## config.mk

```make
export PLATFORM = sky130hd
export DESIGN_NAME = mod_round_ctrl
export DESIGN_NICKNAME = d
export VERILOG_FILES = /design/src/rtl/mod_game_pkg.sv /design/src/rtl/mod_remainder.sv /design/src/rtl/mod_round_ctrl.sv
export SDC_FILE = /design/constraint.sdc
export NUM_CORES = 1
export LEC_CHECK = 0
export BUFFER_PORTS_ARGS = -buffer_cell sky130_fd_sc_hd__buf_2
export CAP_MARGIN = 25
export CORE_ASPECT_RATIO = 0.5
export CORE_MARGIN = 10
export CORE_UTILIZATION = 51
export CTS_CLUSTER_DIAMETER = 60
export CTS_CLUSTER_SIZE = 16
export DETAILED_ROUTE_END_ITERATION = 16
export GPL_TIMING_DRIVEN = 0
export PLACE_DENSITY = 0.74
export SLEW_MARGIN = 20
export SYNTH_ARGS = -nofsm -noshare
export SYNTH_HDL_FRONTEND = slang
export SYNTH_HIERARCHICAL = 1
export SYNTH_SLANG_ARGS = --single-unit
```

## constraint.sdc

```tcl
create_clock -name clk -period 2.3 [get_ports clk]
set_input_delay 0.345 -clock clk [delete_from_list [all_inputs] [get_ports clk]]
set_output_delay 0.345 -clock clk [all_outputs]
set_load 0.01 [all_outputs]
```

## src/rtl/mod_game_pkg.sv

```systemverilog
// Shared types and widths for the Modulus Game round logic.
package mod_game_pkg;

  localparam int DIVIDEND_W = 7;
  localparam int DIVISOR_W  = 4;
  localparam int SCORE_W    = 4;

  localparam logic [DIVIDEND_W-1:0] DIVIDEND_MAX = 7'd99;

  typedef enum logic [3:0] {
    IDLE,
    GAP_A,
    DRAW_A,
    GAP_B,
    DRAW_B,
    CALC,
    PRESENT,
    JUDGE,
    DONE
  } state_t;

endpackage

```

## src/rtl/mod_remainder.sv

```systemverilog
// Iterative remainder by repeated subtraction; operands load on start.
module mod_remainder
  import mod_game_pkg::*;
(
  input  logic                  clk,
  input  logic                  rst,
  input  logic                  start,
  input  logic [DIVIDEND_W-1:0] a,
  input  logic [DIVISOR_W-1:0]  b,
  output logic [DIVIDEND_W-1:0] rem,
  output logic                  done
);

  logic [DIVIDEND_W-1:0] rem_q;
  logic [DIVISOR_W-1:0]  div_q;
  logic                  run;
  logic                  ge;

  assign ge   = rem_q >= {{(DIVIDEND_W-DIVISOR_W){1'b0}}, div_q};
  assign done = run && !ge;
  assign rem  = rem_q;

  always_ff @(posedge clk) begin
    if (rst) begin
      rem_q <= '0;
      div_q <= '0;
      run   <= 1'b0;
    end else if (start) begin
      rem_q <= a;
      div_q <= b;
      run   <= 1'b1;
    end else if (run) begin
      if (ge) rem_q <= rem_q - {{(DIVIDEND_W-DIVISOR_W){1'b0}}, div_q};
      else    run   <= 1'b0;
    end
  end

endmodule

```

## src/rtl/mod_round_ctrl.sv

```systemverilog
// Round sequencer: draws dividend/divisor from the RNG, computes the
// remainder, presents the problem, judges guesses and keeps score.
module mod_round_ctrl
  import mod_game_pkg::*;
#(
  parameter int unsigned DRAW_GAP   = 7,
  parameter int unsigned MIN_DIV    = 2,
  parameter int unsigned MAX_DIV    = 12,
  parameter int unsigned MAX_ROUNDS = 10
) (
  input  logic                  clk,
  input  logic                  rst,
  input  logic                  start_game,
  input  logic [DIVIDEND_W-1:0] rand_in,
  input  logic                  guess_valid,
  input  logic [DIVIDEND_W-1:0] guess,
  output logic [DIVIDEND_W-1:0] dividend,
  output logic [DIVISOR_W-1:0]  divisor,
  output logic                  problem_valid,
  output logic                  result_valid,
  output logic                  result_correct,
  output logic [SCORE_W-1:0]    score,
  output logic [SCORE_W-1:0]    round_cnt,
  output logic                  busy,
  output logic                  game_over
);

  localparam logic [3:0]           GAP_LOAD = 4'(DRAW_GAP - 1);
  localparam logic [DIVISOR_W-1:0] MIN_D    = DIVISOR_W'(MIN_DIV);
  localparam logic [DIVISOR_W-1:0] MAX_D    = DIVISOR_W'(MAX_DIV);
  localparam logic [SCORE_W-1:0]   ROUNDS   = SCORE_W'(MAX_ROUNDS);

  state_t                state;
  logic [3:0]            gap;
  logic [DIVIDEND_W-1:0] guess_q;
  logic [DIVIDEND_W-1:0] rem;
  logic                  rem_done;
  logic [DIVISOR_W-1:0]  cand;
  logic                  div_ok;
  logic                  rem_start;

  assign cand      = rand_in[DIVISOR_W-1:0];
  assign div_ok    = (cand >= MIN_D) && (cand <= MAX_D);
  // The remainder unit loads on the same edge the divisor is latched, so CALC needs no setup cycle.
  assign rem_start = (state == DRAW_B) && div_ok && !start_game;

  mod_remainder u_rem (
    .clk   (clk),
    .rst   (rst),
    .start (rem_start),
    .a     (dividend),
    .b     (cand),
    .rem   (rem),
    .done  (rem_done)
  );

  always_ff @(posedge clk) begin
    if (rst) begin
      state          <= IDLE;
      gap            <= '0;
      guess_q        <= '0;
      dividend       <= '0;
      divisor        <= '0;
      problem_valid  <= 1'b0;
      result_valid   <= 1'b0;
      result_correct <= 1'b0;
      score          <= '0;
      round_cnt      <= '0;
      busy           <= 1'b0;
      game_over      <= 1'b0;
    end else begin
      result_valid <= 1'b0;
      if (start_game) begin
        state         <= GAP_A;
        gap           <= GAP_LOAD;
        score         <= '0;
        round_cnt     <= '0;
        problem_valid <= 1'b0;
        busy          <= 1'b1;
        game_over     <= 1'b0;
      end else begin
        case (state)
          IDLE: ;
          GAP_A: begin
            if (gap == '0) state <= DRAW_A;
            else           gap   <= gap - 4'd1;
          end
          DRAW_A: begin
            gap <= GAP_LOAD;
            if (rand_in <= DIVIDEND_MAX) begin
              dividend <= rand_in;
              state    <= GAP_B;
            end else begin
              state <= GAP_A;
            end
          end
          GAP_B: begin
            if (gap == '0) state <= DRAW_B;
            else           gap   <= gap - 4'd1;
          end
          DRAW_B: begin
            if (div_ok) begin
              divisor <= cand;
              state   <= CALC;
            end else begin
              gap   <= GAP_LOAD;
              state <= GAP_B;
            end
          end
          CALC: begin
            if (rem_done) begin
              problem_valid <= 1'b1;
              state         <= PRESENT;
            end
          end
          PRESENT: begin
            if (guess_valid) begin
              guess_q       <= guess;
              problem_valid <= 1'b0;
              state         <= JUDGE;
            end
          end
          JUDGE: begin
            result_valid   <= 1'b1;
            result_correct <= (guess_q == rem);
            if (guess_q == rem) score <= score + 1'b1;
            round_cnt <= round_cnt + 1'b1;
            if (round_cnt + 1'b1 == ROUNDS) begin
              state     <= DONE;
              busy      <= 1'b0;
              game_over <= 1'b1;
            end else begin
              state <= GAP_A;
              gap   <= GAP_LOAD;
            end
          end
          DONE: ;
          default: state <= IDLE;
        endcase
      end
    end
  end

endmodule

```

# --- After elaboration in Yosys (flattened, before gate mapping) ---
# Index checks and enable logic that the tools add are counted.
word_totals:
  inputBits: 18
  reg_bits: 51
  output_inout_bits: 24
classes:
  muxes: 27
  reduce_logical: 31
  eq_ne: 25
  magnitude_cmp: 4
  n_addsub: 4
  bitwise: 2
ops:
  columns: ["operator", "n"]
  rows:
  - ["4-bit two-way mux", 8]
  - ["4-bit case mux with 8 select lines", 1]
  - ["7-bit two-way mux", 3]
  - ["3-bit != test, second input constant", 7]
  - ["4-bit by 3-bit == test with 1-bit output, second input constant", 4]
  - ["4-bit case mux with 4 select lines", 1]
  - ["2-bit != test, second input constant", 7]
  - ["3-bit AND reduction", 4]
  - ["1-bit two-way mux", 10]
  - ["2-bit AND reduction", 5]
  - ["5-bit AND reduction", 2]
  - ["2-bit nonzero test", 5]
  - ["4-bit by 1-bit adder with 4-bit output, second input constant", 2]
  - ["4-bit by 2-bit == test with 1-bit output, second input constant", 2]
  - ["4-bit == test, second input constant", 2]
  - ["4-bit zero test", 2]
  - ["4-bit AND reduction", 2]
  - ["7-bit == test", 1]
  - ["7-bit by 4-bit >= comparator with 1-bit output", 1]
  - ["7-bit <= comparator, second input constant", 1]
  - ["7-bit by 4-bit subtractor with 7-bit output", 1]
  - ["3-bit two-way mux", 2]
  - ["2-bit OR reduction", 3]
  - ["5-bit nonzero test", 1]
  - ["other kinds (11)", 16]

# --- Depth between registers and ports, before layout ---
depth:
  depth_word: 6
  depth_mapped: 11
  ltp_nobuf: 11

# --- Modules after synthesis ---
# The synthesis kept the hierarchy.
modules_own_cells:
  columns: ["module", "n_inst", "cells_per_inst", "area_per_inst_um2"]
  rows:
  - ["mod_round_ctrl", 1, 214, 1919.3]
  - ["mod_remainder", 1, 83, 725.7]

# --- Worst setup path before layout ---
# No wires, ideal clock.
synth_path:
  kind: "register to register"
  start: "register u_rem.div_q[2]"
  end: "register state[1]"
  path_buffers: 0
  setup_ns: 0.115
  path_slack_ns: -0.084
  arrival_ns: 2.270
  stages_incl_launch_ff: 12
  period_less_slack_ns: 2.384
  path_cell_list: "dfxtp_1 inv_1 ha_1 o21ai_0 a21oi_2 or3_1 nor3b_1 nor3b_1 o211ai_1 nand2_1 o21a_1 o21a_1"
synth_between:
  elab_chain_len: 5
synth_lines:
  columns: ["element", "line_no", "rtl"]
  rows:
  - ["from (decl)", "mod_remainder.sv:15", "logic [DIVISOR_W-1:0] div_q;"]
  - ["from (signal assigned)", "mod_remainder.sv:26", "div_q <= '0;"]
  - ["from (signal assigned)", "mod_remainder.sv:30", "div_q <= b;"]
  - ["7-bit by 4-bit >= comparator with 1-bit output", "mod_remainder.sv:19", "assign ge = rem_q >= {{(DIVIDEND_W-DIVISOR_W){1'b0}}, div_q};"]
  - ["1-bit zero test", "mod_remainder.sv:20", "assign done = run && !ge;"]
  - ["1-bit logical AND", "mod_remainder.sv:20", null]
  - ["named net rem_done", "mod_round_ctrl.sv:37", "logic rem_done;"]
  - ["2-bit != test (no source line)", null, null]
  - ["5-bit AND reduction (no source line)", null, null]
  - ["to (signal assigned)", "mod_round_ctrl.sv:59", "state <= IDLE;"]
  - ["to (signal assigned)", "mod_round_ctrl.sv:74", "state <= GAP_A;"]
  - ["to (signal assigned)", "mod_round_ctrl.sv:85", "if (gap == '0) state <= DRAW_A;"]
  - ["to (decl)", "mod_round_ctrl.sv:33", "state_t state;"]
# The timed path passes the listed nets, and every way through them passes these cells.
# A chain may end at the register's enable or synchronous reset.

# --- Final worst setup path ---
# Ends and elaborated chain as after synthesis.

==> results.cfg <==
[clock_network]
clk_pin_slew_worst_paths_ns = 0.10
clkSinkCount = 51
clock-root-buffer = clkbuf_8
cts-buffers-inserted = 5
h-tree-depth = 2
clk_latency_ns = 0.31
cts-hold-fix-buffers = 0
clock_path_buffers = 2
cts_tree = yes

[timing]
final.setup_skew_ns = 0.00802
setup_violations = 0
final.setup.worst_slack_ns = 0.00123
finalMaxSlewViolations = 0
rsz0062_at_grt = true
slew_headroom_pct = 48.3
layout_min_cycle_time_ns = 2.30
worstMarginPinSlew_ns = 0.774
fmax_mhz = 435
hold_violations = 0
fin_setup_tns_ns = 0
holdWs_ns = 0.271
period_share_pct = 99.9

[critical_path]
critPathLaunchType = register
critPathKind = reg2reg
r2r_cells = 11
required_ns = 2.51
cp.arrival_ns = 2.51
crit_path_max_fanout = 2
end_kind = register

[synth]
yosysUniqueCellTypes = 50
synth-main-ff-cell = dfxtp_1
synth_edf_count = 0
yosysMostFrequentCell = dfxtp_1
ys_warn_count = 6
yosysTopAreaCellShare_pct = 38.6
synth_fp_nets = 324
syn-instance-count = 297
async_flop_share_pct = 0
syn_avg_cell_area_um2 = 8.91
ys_top_cells_by_area = dfxtp_1 (39%), mux2i_1 (9.5%), nor2_1 (6.5%), xnor2_1 (4.0%), ha_1 (3.8%)
synthTopCellsByCount = dfxtp_1 (51), nor2_1 (46), mux2i_1 (25)
synth_area_mm2 = 0.00265
yosys.area.top_type = dfxtp_1
ys_ff_latch = 51
synth-seq-area-share_pct = 38.6

[detailed_routing]
ant_nets = 0
routed_wl_mm = 6.71
avgViaCountPerCell = 5.54
avgRoutedWirePerCell_um = 15.7
vias = 2371
dr.pass1.iters = 4
drt-initial-drc-count = 220
drc = 0

[hold_path]
hold_path_depth = 3
worstHoldPathType = in2reg

[final_layout]
regArea_mm2 = 0.00103
utilization_pct = 65.7
multi_input_area_mm2 = 0.00159
insertedDiodeCount = 0
area_growth_pct = 23.6
drive_above_1_share_pct = 27.4
nNetsFinal = 384
fillCellCount = 405

[grt]
grt_pass1_vias = 2349
grt_overflow = 0
grt_start_max_net_pins = 16
grt.total_usage_pct = 15.1
grt_pass1_wl_mm = 10.9
antenna_found_initial = 0

[die]
io-pin-count = 42
rows = 18
die_area_mm2 = 0.00864
dieWidth_um = 122
coreArea_mm2 = 0.00498
die_h_um = 70.9
start_util_pct = 53.1

[pwr]
power.total_mw = 1.77
p_per_area_mw_per_mm2 = 542
vdd_drop_max_mv = 0.343
leakage_nw = 1.37

[place]
pre_cts_ws_ns = -0.370
globalplace.congestion = 0.872
io_buffers = 41
post-dp-hpwl_mm = 4.76

[outcome]
outcome = complete, no violations

[flow_run]
maxCapViolations = 0
per-layer routing:
metal  GRT usage (%)  wire [µm]  share of wire (%)
met1            18.1       3030                 45
met2            25.6       3270                 49
met3            3.64        308                4.6
met4            5.91        105                1.6
met5               0          0                  0
critical path, cell delays in order, from the launching register on:
cell	delay (ns)
dfxtp_2	0.35
inv_2	0.04
ha_4	0.24
o21ai_4	0.14
a21oi_4	0.05
or3_4	0.35
nor3b_4	0.21
nor3b_2	0.08
o211ai_1	0.26
nand2_1	0.12
o21a_1	0.18
o21a_1	0.17
repair_timing:
item / CTS / global route
resized for setup: 22 / 2
buffers inserted: 10 / 3
endpoints found under the setup margin: 10 / 5
pin swaps: 7 / 6
state kept, by name, summed over array words and instances, names as in the netlist, 4 cells and up:
register / count
dividend: 7
round_cnt: 4
u_rem/div_q: 4
guess_q: 7
score: 4
state: 4
gap: 4
divisor: 4
u_rem/rem: 7
report_power, final:
part           total [mW]  internal (mW)  switching, mW  leakage (nW)
registers           0.900          0.892        0.00875         0.415
logic               0.132         0.0497         0.0826         0.895
clock network       0.740          0.435          0.305        0.0654
final cells by class:
| type | count | share of cell area [%] |
|---|---|---|
| Sequential cell | 51 | 31.4 |
| Timing Repair Buffer | 53 | 9.04 |
| Inverter | 19 | 2.18 |
| Clock inverter | 2 | 1.84 |
| Clock buffer | 6 | 2.22 |
| Multi-Input combinational cell | 212 | 48.5 |
| Buffer | 15 | 2.11 |
| Tap cell | 70 | 2.68 |
cell usage in the layout (no fill, tap or decap), types with 6 or more instances in the layout:
cell,netlist,layout
inv_1,19,18
buf_4,0,12
xnor2_1,12,12
nor2_1,46,45
mux2i_1,25,25
a21oi_1,16,16
or4_1,6,6
dfxtp_1,51,46
nand3_1,11,11
nand4_1,7,7
buf_2,4,47
clkbuf_1,9,8
nand2_1,12,12
xor2_1,6,6
final timing paths:
path / startpoint / end / slack [ns]
worst max-delay path: u_rem/div_q[2] / state[1] / 0.001
worst max register to register: u_rem/div_q[2] / state[1] / 0.001
worst min-delay path: guess[5] / guess_q[5] / 0.27
worst min register to register: game_over / game_over / 0.45
per-stage QoR:
step           instances  instance area, µm²
2_1_floorplan        297                2650
6_report             428                3270
3_3_place_gp         408                2940
4_1_cts              426                3250
5_1_grt              428                3270
3_5_place_dp         408                2940
cell families after synthesis:
family | synth area share (%)
xor gates and xnor gates | 5.96
muxes | 9.46
and+or+nand+nor | 22.1
DFF | 38.6
adders and majority gates | 4.54
AOI/OAI and AO/OA | 14.3
buffers and inverters | 5.01
(Power assumes the default switching activity.)
